**src/rtl/pov_spi_loader_pkg.sv**
```systemverilog
// Shared fixed-point widths, POV frame layout and reset vectors.
// Q8.8 signed vectors; a frame is six of them, playerX first.
package pov_spi_loader_pkg;

  localparam int QM = 8;
  localparam int QN = 8;
  localparam int QMN = QM + QN;
  localparam int FRAME_BITS = 6 * QMN;
  localparam int CNT_W = $clog2(FRAME_BITS + 1);

  typedef logic [QMN-1:0] fx_t;

  // first member lands in the MSBs, matching first-sent-first order
  typedef struct packed {
    fx_t px;
    fx_t py;
    fx_t fx;
    fx_t fy;
    fx_t vx;
    fx_t vy;
  } pov_t;

  localparam fx_t POV_RESET_PX = 16'h0180;
  localparam fx_t POV_RESET_PY = 16'h0180;
  localparam fx_t POV_RESET_FX = 16'h0100;
  localparam fx_t POV_RESET_FY = 16'h0000;
  localparam fx_t POV_RESET_VX = 16'h0000;
  localparam fx_t POV_RESET_VY = 16'h0080;

  localparam pov_t POV_RESET = {
    POV_RESET_PX, POV_RESET_PY,
    POV_RESET_FX, POV_RESET_FY,
    POV_RESET_VX, POV_RESET_VY
  };

endpackage

```
**src/rtl/pov_spi_loader_sync_edge.sv**
```systemverilog
// Pin synchroniser with registered rise/fall pulses.
// level is delayed to stay aligned with the pulses.
module spi_sync_edge #(
  parameter int SYNC_STAGES = 2
) (
  input  logic clk,
  input  logic reset,
  input  logic d,
  output logic level,
  output logic rise,
  output logic fall
);

  logic [SYNC_STAGES-1:0] sync;

  // sync chain plus one-cycle edge detect
  always_ff @(posedge clk) begin
    if (reset) begin
      sync  <= '0;
      level <= 1'b0;
      rise  <= 1'b0;
      fall  <= 1'b0;
    end else begin
      sync  <= {sync[SYNC_STAGES-2:0], d};
      level <= sync[SYNC_STAGES-1];
      rise  <= sync[SYNC_STAGES-1] & ~level;
      fall  <= ~sync[SYNC_STAGES-1] & level;
    end
  end

endmodule

```
**src/rtl/pov_spi_loader.sv**
```systemverilog
// SPI slave loading the six POV vectors, committed on load_new.
// Optional MISO readback of live vectors: POV_READBACK_EN.
module pov_spi_loader
  import pov_spi_loader_pkg::*;
#(
  parameter int SYNC_STAGES = 2
) (
  input  logic           clk,
  input  logic           reset,
  input  logic           i_sclk,
  input  logic           i_mosi,
  input  logic           i_ss_n,
  output logic           o_miso,
  input  logic           load_new,
  output logic [QMN-1:0] playerX,
  output logic [QMN-1:0] playerY,
  output logic [QMN-1:0] facingX,
  output logic [QMN-1:0] facingY,
  output logic [QMN-1:0] vplaneX,
  output logic [QMN-1:0] vplaneY,
  output logic           o_pending,
  output logic           o_frame_err
);

  localparam logic [CNT_W-1:0] CNT_FULL = CNT_W'(FRAME_BITS);
  localparam logic [CNT_W-1:0] CNT_OVR = CNT_W'(FRAME_BITS + 1);

  logic sclk_lvl, sclk_rise, sclk_fall;
  logic ss_lvl, ss_rise, ss_fall;
  logic [SYNC_STAGES:0] mosi_sync;
  logic mosi_s;

  logic [FRAME_BITS-1:0] shreg;
  logic [CNT_W-1:0] bitcnt;
  logic armed;
  pov_t pend_buf;
  pov_t live;
  logic stage;

  spi_sync_edge #(.SYNC_STAGES(SYNC_STAGES)) u_sclk (
    .clk(clk), .reset(reset), .d(i_sclk),
    .level(sclk_lvl), .rise(sclk_rise), .fall(sclk_fall)
  );

  spi_sync_edge #(.SYNC_STAGES(SYNC_STAGES)) u_ss (
    .clk(clk), .reset(reset), .d(i_ss_n),
    .level(ss_lvl), .rise(ss_rise), .fall(ss_fall)
  );

  // mosi gets one extra flop to line up with the edge pulses
  always_ff @(posedge clk) begin
    if (reset) mosi_sync <= '0;
    else mosi_sync <= {mosi_sync[SYNC_STAGES-1:0], i_mosi};
  end

  assign mosi_s = mosi_sync[SYNC_STAGES];
  assign stage = armed && ss_rise && (bitcnt == CNT_FULL);

  // shift, frame end, arming, staging and commit
  always_ff @(posedge clk) begin
    if (reset) begin
      shreg       <= '0;
      bitcnt      <= '0;
      armed       <= 1'b0;
      pend_buf    <= POV_RESET;
      live        <= POV_RESET;
      o_pending   <= 1'b0;
      o_frame_err <= 1'b0;
    end else begin
      // first observed ss_n rise arms; a transfer open at reset is dropped
      if (ss_rise) armed <= 1'b1;
      if (armed) begin
        if (ss_fall) begin
          bitcnt <= '0;
        end else if (ss_rise) begin
          bitcnt <= '0;
          if (bitcnt == CNT_FULL) begin
            pend_buf    <= pov_t'(shreg);
            o_frame_err <= 1'b0;
          end else begin
            o_frame_err <= 1'b1;
          end
        end else if (!ss_lvl && sclk_rise) begin
          shreg <= {shreg[FRAME_BITS-2:0], mosi_s};
          if (bitcnt != CNT_OVR) bitcnt <= bitcnt + 1'b1;
        end
      end
      if (load_new && o_pending) live <= pend_buf;
      if (stage) o_pending <= 1'b1;
      else if (load_new) o_pending <= 1'b0;
    end
  end

`ifdef POV_READBACK_EN
  logic [FRAME_BITS-1:0] rb;

  // readback snapshot of live vectors, shifted out on sclk fall
  always_ff @(posedge clk) begin
    if (reset) rb <= '0;
    else if (armed && ss_fall) rb <= live;
    else if (!ss_lvl && sclk_fall) rb <= {rb[FRAME_BITS-2:0], 1'b0};
  end

  assign o_miso = rb[FRAME_BITS-1];
`else
  assign o_miso = 1'b0;
`endif

  assign playerX = live.px;
  assign playerY = live.py;
  assign facingX = live.fx;
  assign facingY = live.fy;
  assign vplaneX = live.vx;
  assign vplaneY = live.vy;

endmodule

```
**config.mk**
```make
export PLATFORM = sky130hd
export DESIGN_NAME = pov_spi_loader
export DESIGN_NICKNAME = d
export VERILOG_FILES = /design/src/rtl/pov_spi_loader_pkg.sv /design/src/rtl/pov_spi_loader_sync_edge.sv /design/src/rtl/pov_spi_loader.sv
export SDC_FILE = /design/constraint.sdc
export NUM_CORES = 1
export LEC_CHECK = 0
export ABC_AREA = 1
export CORE_ASPECT_RATIO = 0.9
export CORE_MARGIN = 1
export CORE_UTILIZATION = 30
export CTS_CLUSTER_SIZE = 24
export DETAILED_ROUTE_END_ITERATION = 10
export GPL_ROUTABILITY_DRIVEN = 0
export SETUP_SLACK_MARGIN = 0.3
export SYNTH_ARGS = -nofsm -noshare
export SYNTH_HDL_FRONTEND = slang
export SYNTH_SLANG_ARGS = --single-unit
```
**constraint.sdc**
```tcl
create_clock -name clk -period 2.9 [get_ports clk]
set_clock_uncertainty 0.05 [all_clocks]
set_input_delay 0.29 -clock clk [delete_from_list [all_inputs] [get_ports clk]]
set_output_delay 0.29 -clock clk [all_outputs]
set_load 0.02 [all_outputs]
```
After elaboration in Yosys (flattened, before gate mapping)
Cells that the tools add are included.

Latch bits: 0. Memories: 0. Logic and storage cells: 55. Flip-flop bits (word level): 310. RAM bits: 0. Input bits: 6. ROM bits: 0.

$lt $le $gt $ge: 0. Reduce and logical (&&, ||, !) cells: 12. Shift-type cells: 0. Equal/unequal tests: 2. $mul: 0. Div/mod/pow operators: 0. Bitwise logic cells: 8. Mux-type cells: 7. Add/subtract/negate cells: 1.

Operators by type and width (number): $mux W7 (4); $reduce_and A4 Y1 (2); $add A7 B1 Y7 const B (1); $eq A7 B7 Y1 const B (1); $ne A7 B7 Y1 const B (1); $reduce_and A3 Y1 (2); $reduce_bool A3 Y1 (2); $not A1 Y1 (5); $logic_and A1 B1 Y1 (4); $and A1 B1 Y1 (3); $mux W1 (3); $reduce_bool A2 Y1 (1); $logic_not A1 Y1 (1).

Logic depth before layout (Yosys ltp)
Depth in word-level cells: 5. Mapped depth: 11. Gate-level depth less buffers: 10.

By module
Synthesis repeated with hierarchy kept, for this count alone.

Cells, all modules: 1382. Area, all modules: 10890.4 µm².

By module, submodules not included: pov_spi_loader (cells an instance 1352, area an instance 10610.2 µm², sequential area each 6025.8 µm², instances 1); spi_sync_edge (cells an instance 15, area an instance 140.1 µm², sequential area each 100.1 µm², instances 2).

Worst setup path before layout
No wires, ideal clock.

Path type: register to register. Start: reg bitcnt[2]. End: reg pend_buf[65] (netlist name). Data required time: 2.734 ns. Buffers on the path: 3. Arrival time: 1.303 ns. Stages on the path, launching flop included: 12. Slack: 1.432 ns. Period minus slack after synthesis: 1.468 ns. Path through: dfxtp_1 buf_4 inv_2 nand2_2 nor2_4 nand3_4 nor2_4 inv_2 buf_6 buf_6 nor2_1 nor2_1.

Word-level cells in the longest chain between the ends: 2.

RTL lines: from (decl) (RTL line pov_spi_loader.sv:34) `logic [CNT_W-1:0] bitcnt;`; from (signal assigned) (RTL line pov_spi_loader.sv:85) `if (bitcnt != CNT_OVR) bitcnt <= bitcnt + 1'b1;`; $eq A7 B7 Y1 (RTL line pov_spi_loader.sv:77) `if (bitcnt == CNT_FULL) begin`; $reduce_and A4 Y1 (no source line); to (signal assigned) (RTL line pov_spi_loader.sv:78) `pend_buf <= pov_t'(shreg);`; to (decl) (RTL line pov_spi_loader.sv:36) `pov_t pend_buf;`.

Every way passes these cells. A chain may end at the register's enable or synchronous reset.

Worst setup path after layout
Start: reg bitcnt[0]. End: reg pend_buf[65] (netlist name).

The elaborated chain is that of the path after synthesis.

==> metrics.md <==
| Metric | Value |
|---|---|
| Status | finished, final reports clean |
| Worst VDD drop | 0.417 mV |
| Initial Util | between 30% and 40% |
| Crit path capture type | flop |
| Synth top area share | between 50% and 60% |
| Power density over the cells | ~660 nW/µm² |
| Total congestion overflow | 0 |
| Fraction of registers with async set/reset | 0% |
| Largest net degree at the start of global routing | approximately 160 |
| H-tree Lvls | 2 |
| Mean post-synth cell area | slightly above 8 µm² |
| Per-cell routed wire length | approximately 11 µm |
| Post_cts resized | 0 |
| Layout cells sized above 1 | under 10% |
| FF-to-FF Start | bitcnt[0] |
| Nets | ~1400 |
| Final ANT Viol Nets | 0 |
| Kind of cell adding the most delay to the critical path | buffers and inverters |
| Mapped cell area | roughly 11000 µm² |
| Startpoint types | flop |
| Area contributors post-synth | dfxtp_1, nor2_1, o21ai_0 |
| Max Fanout on Critical Path | 96 |
| Post-synth EDFFs | 0 |
| Worst Hold Launch | i_ss_n |
| GR Util All Layers | between 10% and 20% |
| Clk slew on worst S/H paths | approximately 50 ps |
| RSZ-0062 raised after global routing | false |
| Layout Area Growth over Synthesis | 21.9% |
| Drt total wl | between 20000 and 25000 µm |
| Met3 wire length | 1230 µm |
| Global-route wire length before repair | 37300 µm |
| DR vias | around 8300 |
| Die Width | ~200 µm |
| Overall power | 0.00879 W |
| Number of buffers created by CTS | 35 |
| Cells after Synth | roughly 1400 |
| Cell variety after synth | 27 |
| Max layer used | met4 |
| Chip height | 183 µm |
| Hold buffer count at cts | 0 |
| Num rows | 66 |
| Net Count, Synth | around 1400 |
| Clock Sinks | 310 |
| Final setup viols | 0 |
| F_max | 462 MHz |
| Max Slew Vio Count | 0 |
| WP data arrival | between 2000 and 3000 ps |
| Number of antenna violations at the first check in global routing | 1 |
| Final Cycle Share | between 70 and 80% |
| Port bufs | between 100 and 150 |
| Yosys top cell by area | dfxtp_1 |
| Worst Tran Pin Value | between 1000 and 1500 ps |
| DRC violations left | 0 |
| Min-delay worst type | input port to flop |
| Clock Latency Late Sink | 510 ps |
| Max transition margin | between 20% and 30% |
| Total Die Area | 37300 µm² |
| Met2 wire len | just over 9000 µm |
| Synthesized flop and latch total | between 300 and 400 |
| # IOs | between 100 and 150 |
| Origin of the worst setup path | bitcnt[0] |
| Drt initial violations | approximately 360 |
| CTS tree | built |
| Crit-path slowest cell | inv_4 |
| Pleak | between 5 and 6 nW |
| Max clock buf depth | 3 |
| Setup TNS | 0 ps |
| Dpl hpwl | about 13000 µm |
| Number of setup buffers added after CTS | 0 |
| Root Driver | clkbuf_16 |
| Post-layout min period | between 2000 and 2500 ps |
| Max_cap viols | 0 |
| CP peak stage delay | about 790 ps |
| Endpoints failing hold | 0 |
| Most common cell in the synthesized netlist | nor2_1 |
| CP Class | flop to flop |
| Top_reg_cell synth | dfxtp_1 |
| Synth Warn # | 0 |
| N_diodes | 0 |
| Crit path buf inv count | 2 |
| Via density | 4.37 |
| Top post-synthesis cells by count | nor2_1, dfxtp_1, o21ai_0 |
| Post-synthesis sequential area ratio | 56.6% |
| Top cell by count, worst path | nor2_1 |
| First-pass DRT Iterations | 5 |
| CP cell instances | inv_1, ha_1, nand3_4, nor2_4, inv_4, nor2_1, nor2_1 |
| Metal-1 WL | ~11000 µm |
| Core area | about 36000 µm² |
| Vias in the first global route | ~7800 |
| Critical Path RT | between 3000 and 4000 ps |
## flip-flops by register name (all words and copies together), names as in the netlist, 7 cells and up
name / cells
pend_buf: 96
shreg: 96
facingX: 16
facingY: 16
playerX: 16
playerY: 16
vplaneX: 16
vplaneY: 16
bitcnt: 7
## cell type report
type	instances	area [µm²]
clock buffers	53	1080
fillers	3688	22700
inverters	98	377
repair buffers	113	1160
flip-flops and latches	310	6210
multi-input cells	856	3870
clock inverters	5	75.1
well taps	476	596
## layout by cell type, fill, tap and decap left out, types with 3 or more instances in the layout
| cell | n |
|---|---|
| nand2_1 | 49 |
| clkbuf_16 | 37 |
| inv_1 | 90 |
| a21oi_1 | 98 |
| nor2_1 | 362 |
| clkbuf_1 | 7 |
| clkdlybuf4s50_1 | 103 |
| buf_4 | 6 |
| inv_2 | 5 |
| ha_1 | 3 |
| o21ai_0 | 269 |
| clkinv_2 | 4 |
| dfxtp_1 | 310 |
| nand3_1 | 20 |
| o21ai_1 | 9 |
| nor3_1 | 5 |
| nor2_2 | 28 |
| buf_12 | 4 |
| clkbuf_8 | 9 |
## kinds of logic after synthesis
logic type / synth area share, %
buffers and inverters: 8.15
other: 0.0342
AOI/OAI and AO/OA: 17.2
and+or+nand+nor: 17.5
adders and majority gates: 0.343
DFF: 56.6
xor gates and xnor gates: 0.0799
## path summary, 6_finish.rpt
check | end | slack [ps] | cells after the start
hold / removal | u_ss.sync[0] | 250 | 3
setup reg to reg | pend_buf[65] | 740 | 7
hold reg to reg | u_sclk.rise | 350 | 1
setup / recovery | pend_buf[65] | 740 | 7
## layer usage
metal  vias to the layer above  track usage (%)
li1                       4457                -
met5                         -                0
met3                        34             3.04
met1                      3706             16.0
met4                         0             4.00
met2                       147             18.7
## report_power, final
| group | total [W] | internal, W | switching [W] |
|---|---|---|---|
| sequential | 0.00428 | 0.00427 | 0.00000681 |
| clock | 0.00436 | 0.00272 | 0.00165 |
| combinational | 0.000144 | 0.0000450 | 0.0000989 |
## stage by stage
step | util, % | setup WS [ps] | std cells | cell area (µm²) | hold WS (ps)
after floorplan | - | 1430 | 1361 | 11000 | 324
after global placement | 33.8 | 794 | 1853 | 12200 | 328
after detailed placement | 33.8 | 755 | 1853 | 12200 | 339
after CTS | 37.0 | 731 | 1911 | 13400 | 213
after global routing | 37.0 | 451 | 1911 | 13400 | 244
final | 37.0 | 736 | 1911 | 13400 | 247
## worst min-delay path, cell delays in order
cell,delay (ps)
clkdlybuf4s50_1,390
inv_1,50
nor2_1,30
(Power assumes the default switching activity.)
==> edit 1: new RTL, config.mk and constraints unchanged <==
Build with the macro `POV_READBACK_EN` defined.
--- a/src/rtl/pov_spi_loader.sv
+++ b/src/rtl/pov_spi_loader.sv
@@ -2,2 +2,4 @@
 // Optional MISO readback of live vectors: POV_READBACK_EN.
+`define POV_READBACK_EN
+
 module pov_spi_loader
Check against the original RTL: same outputs for any inputs over 4 cycles, from zero or initial values and one cycle with reset high; that may be too few to reach the edited logic, so the function may still have changed.
==> edit 1 against the original RTL <==
Fmax decreased by 1.8%. Sequential share of layout area down 0.76 points. Cell count rose by 37%. Hold slack got worse by 0.048 ns. Core utilization shrank 0.80 points. Cell area increased by 33%. Clock power up 20%. Critical path type unchanged. Synthesized area up 37%. Wire length grew 66%. Setup slack worse by 0.040 ns. Sequential cell count up 97. Highest routed layer unchanged. Total power grew 26%. Critical endpoint is now rb[94].
==> edit 1: results (changes against the original RTL) <==
Routing
  • DRT Wirelength: 36.25 mm (+66%)
  • Vias/cell: 4.637 (+6.2%)
  • Detailed Routing Iterations Pass 1: 8 (+3)
  • Initial DRC count: 943 (+160%)
  • DR vias: 12180 (+46%)

Clock tree
  • Total CTS buffers: 42 (+20%)
  • CTS resizes: 0 (unchanged)
  • Clk buf depth: 3 (unchanged)
  • Reg clk slew, reported paths: roughly 0.06 ns
  • Clock Latency Late Sink: 0.54 ns (+0.03 ns)
  • H-tree Lvls: 2 (unchanged)

Synthesis
  • Main area contributors after synthesis: dfxtp_1 (54%), o21ai_0 (9.5%), a21oi_1 (9.2%)
  • Synth Area per Inst: 7.901 um^2 (-1.9%)
  • Asr flop ratio synth: 0% (unchanged)
  • Commonest cells in the synthesized netlist: dfxtp_1 (407), o21ai_0 (284), a21oi_1 (276), nor2_1 (240), nand2_1 (233)
  • Sequential-to-total area share from yosys stat: 54.25% (-2.4 points)
  • Yosys Warn Count: 0 (unchanged)
  • Distinct cells, synth: 24 (-11%)
  • Synthesized Nets: 1910 (+39%)

Global routing
  • Largest net degree at the start of global routing: 103 (-34%)
  • Total GRT Usage: 14.20% (+2.2 points)
  • Initial antenna violation count: 0 (-1)
  • First-pass GRT wire length: 60.36 mm (+62%)

Layout
  • Largest regs: pend_buf: 96 flops, rb: 96 flops, shreg: 96 flops
  • Proportion of layout cells with a drive suffix above 1: 4.859% (-2.5 points)
  • Filler instances: 5065 (+37%)

Placement
  • DP Wirelength: 21.26 mm (+68%)
  • IO Port Bufs: 104 (+0.97%)
  • Dpl cells: 2550 (+38%)
  • Placed cell area: 16490 um^2 (+35%)

Setup path
  • CP max-delay cell: inv_6
  • Max incr delay on CP: 0.53 ns (-0.26 ns)
  • CP Max Fanout: 77 (-20%)

STA
  • Rel. slew slack: 24.87% (+0.62 points)

Status
  • Status: completed

Power
  • Worst ir drop on vdd: 0.3701 mV (-11%)
  • P_leak: 0.006405 uW (+22%)
==> edit 1: worst register-to-register path: stages (launching register included) <==
cell and delay (ns):
dfxtp_1 0.49, nand2_2 0.28, inv_6 0.54, buf_4 0.39
nand2_1 0.10, o211ai_1 0.12, a21oi_1 0.08
==> edit 1: area by class of cell <==
type	instances	area [um^2]	share of cell area, %
clock buffers	71	1311	7.354
inverters	187	715.7	4.014
clock inverters	5	31.28	0.1754
multi-input cells	1160	5514	30.92
flip-flops and latches	407	8148	45.69
repair buffers	125	1271	7.129
well taps	671	839.6	4.708
==> edit 1: report_power, final <==
group / total (uW) / switching (uW) / internal, uW
Clock: 5240 / 2170 / 3070
Combinational: 190 / 144 / 46.2
Sequential: 5610 / 6.64 / 5600
==> edit 1: per-stage QoR <==
step / setup slack, ns / power [uW]
floorplan: 1.422 / 5872
global placement: 0.7230 / 5924
detailed placement: 0.7044 / 5925
CTS: 0.6889 / 11170
global route: 0.4746 / 11410
finish: 0.6953 / 11040
==> edit 1: worst paths after layout <==
path | start | to | slack (ns) | depth (start not counted)
hold reg to reg | mosi_sync[0] | mosi_sync[1] | 0.35 | 2
setup reg to reg | u_ss.fall | rb[94] | 0.70 | 6
setup / recovery | u_ss.fall | rb[94] | 0.70 | 6
hold / removal | reset | rb[47] | 0.20 | 2
==> edit 1: cell families after synthesis <==
| group | after synthesis | synth area share, % |
|---|---|---|
| buf+inv | 334 | 9.172 |
| xor+xnor | 1 | 0.05832 |
| flops | 407 | 54.25 |
| simple gates | 500 | 12.84 |
| compound gates | 656 | 23.43 |
| fa+ha+maj | 3 | 0.2499 |
==> edit 1: layer usage <==
| metal | vias up | part of all wire (%) | track usage [%] |
|---|---|---|---|
| li1 | 6269 | - | - |
| met1 | 5637 | 49 | 19.42 |
| met2 | 222 | 45 | 22.93 |
| met3 | 50 | 4.4 | 2.382 |
| met4 | 0 | 2.1 | 4.000 |
| met5 | - | 0 | 0 |
==> edit 2: new RTL, same settings <==
Made on the original files. Add an input register stage for `i_mosi`, `i_ss_n` and `load_new`; this delays them by one clock.
--- a/src/rtl/pov_spi_loader.sv
+++ b/src/rtl/pov_spi_loader.sv
@@ -27,2 +27,12 @@
 
+  logic i_mosi_q;
+  logic i_ss_n_q;
+  logic load_new_q;
+
+  always_ff @(posedge clk) begin
+    i_mosi_q   <= i_mosi;
+    i_ss_n_q   <= i_ss_n;
+    load_new_q <= load_new;
+  end
+
   logic sclk_lvl, sclk_rise, sclk_fall;
@@ -45,3 +55,3 @@
   spi_sync_edge #(.SYNC_STAGES(SYNC_STAGES)) u_ss (
-    .clk(clk), .reset(reset), .d(i_ss_n),
+    .clk(clk), .reset(reset), .d(i_ss_n_q),
     .level(ss_lvl), .rise(ss_rise), .fall(ss_fall)
@@ -52,3 +62,3 @@
     if (reset) mosi_sync <= '0;
-    else mosi_sync <= {mosi_sync[SYNC_STAGES-1:0], i_mosi};
+    else mosi_sync <= {mosi_sync[SYNC_STAGES-1:0], i_mosi_q};
   end
@@ -87,5 +97,5 @@
       end
-      if (load_new && o_pending) live <= pend_buf;
+      if (load_new_q && o_pending) live <= pend_buf;
       if (stage) o_pending <= 1'b1;
-      else if (load_new) o_pending <= 1'b0;
+      else if (load_new_q) o_pending <= 1'b0;
     end
Behaviour: no difference found for any inputs over 4 cycles, from zero or initial values and one cycle with reset high; that may be too few to reach the edited logic, so the function may still have changed.
==> edit 2 against the original RTL <==
Wire length up 3.8%. Setup slack better by 0.090 ns. Cell area up 0.51%. Total power down 0.63%. Sequential cell count up 3. Non-clock buffer count up 4. Synthesized area up 0.55%. Fmax up 4.3%. Critical path type unchanged. Critical endpoint is now pend_buf[52]. Largest cell class unchanged. Largest power group is now registers. Highest routed layer unchanged.
==> edit 2: results (changes against the original RTL) <==
Clock tree
  • CTS resizes: 0 (unchanged)
  • Total CTS buffers: 36 (+2.9%)

Routing
  • Detailed Routing Iterations Pass 1: 4 (-1)
  • Vias/cell: 4.366 (about the same)
  • DR vias: 8388 (+0.53%)
  • Routed WL per cell: 11.81 um (+3.2%)

Placement
  • Placed cell area: 12310 um^2 (+0.84%)
  • DP Wirelength: 13.41 mm (+5.9%)
  • Dpl cells: 1860 (+0.38%)

Setup path
  • CP max-delay cell: buf_4
  • R2R Setup Slk: 0.83 ns (+0.09 ns)
  • R2R Path End: pend_buf[52]
  • CP Max Fanout: 97 (+1.0%)
  • Critical path data arrival time: 2.47 ns (-0.08 ns)

STA
  • Worst-margin pin slew: 0.9391 ns (-0.1972 ns)
  • Hold WS: 0.1808 ns (-0.06633 ns)

Worst hold path
  • Hold depth: 1 (-2)
  • Hold EP: i_mosi_q
  • HP Start: i_mosi

Global routing
  • Largest net degree at the start of global routing: 98 (-37%)
  • Number of global-route vias before repair: 7873 (+0.46%)
  • Total GRT Usage: 12.19% (+0.23 points)
  • Initial antenna violation count: 0 (-1)
  • First-pass GRT wire length: 38.36 mm (+2.8%)

Synthesis
  • Synth Area per Inst: 8.079 um^2 (+0.33%)
  • Synthesized Nets: 1373 (+0.22%)
  • Yosys Warn Count: 0 (unchanged)
  • Distinct cells, synth: 27 (unchanged)
  • Sequential-to-total area share from yosys stat: 56.86% (+0.24 points)
  • Main area contributors after synthesis: dfxtp_1 (57%), nor2_1 (12%), o21ai_0 (12%)
  • Commonest cells in the synthesized netlist: nor2_1 (362), dfxtp_1 (313), o21ai_0 (269), a21oi_1 (98), inv_1 (91)

Layout
  • Nets: 1431 (+0.56%)
  • Filler instances: 3738 (+1.4%)
  • Proportion of layout cells with a drive suffix above 1: 7.543% (+0.23 points)

Status
  • Status: completed

Power
  • Worst ir drop on vdd: 0.3602 mV (-14%)
## edit 2: cell count changes after synthesis
cell | before | now
dfxtp_1 | 310 | 313
## edit 2: through the flow
stage / util [%] / total power (uW) / setup slack, ns
floorplan: - / 4526 / 1.432
global placement: 34.04 / 4566 / 0.8792
detailed placement: 34.04 / 4568 / 0.8262
CTS: 37.13 / 8893 / 0.8020
global route: 37.13 / 9100 / 0.5559
finish: 37.13 / 8732 / 0.8252
## edit 2: final cells by class
class	count	share of cell area, %
Multi-Input combinational cell	856	28.86
Tap cell	476	4.435
Clock inverter	6	0.3261
Sequential cell	313	46.66
Inverter	98	2.804
Clock buffer	55	7.994
Timing Repair Buffer	117	8.926
## edit 2: power by group
group / internal [uW] / switching (uW)
registers: 4310 / 8.15
logic: 47.6 / 101
clock network: 2550 / 1710
## edit 2: per-layer routing
| metal | vias up | part of all wire (%) | routed length, um | GRT usage, % |
|---|---|---|---|---|
| li1 | 4477 | - | - | - |
| met1 | 3753 | 52 | 11740 | 16.93 |
| met2 | 115 | 42 | 9442 | 18.83 |
| met3 | 43 | 4.4 | 998 | 2.357 |
| met4 | 0 | 2.3 | 512 | 4.090 |
| met5 | - | 0 | 0 | 0 |
## edit 2: how the worst max path moves through the flow
| stage | endpoint | slack, ns | depth (start not counted) |
|---|---|---|---|
| after floorplan | pend_buf[65] | 1.43 | 11 |
| after global placement | pend_buf[40] | 0.88 | 7 |
| after detailed placement | pend_buf[31] | 0.83 | 7 |
| after CTS | pend_buf[31] | 0.80 | 7 |
| after global routing | pend_buf[43] | 0.56 | 7 |
| final | pend_buf[52] | 0.83 | 7 |
## edit 2: logic make-up after synthesis
kind of cell             count (synthesis)  synth area share (%)
AND/OR/NAND/NOR                        474                 17.44
other                                    1               0.03403
adder cells (fa/ha/maj)                  3                0.3407
AO/OA/AOI/OAI                          377                 17.13
XOR/XNOR                                 1               0.07950
buffers and inverters                  195                 8.107
flip-flops                             313                 56.86
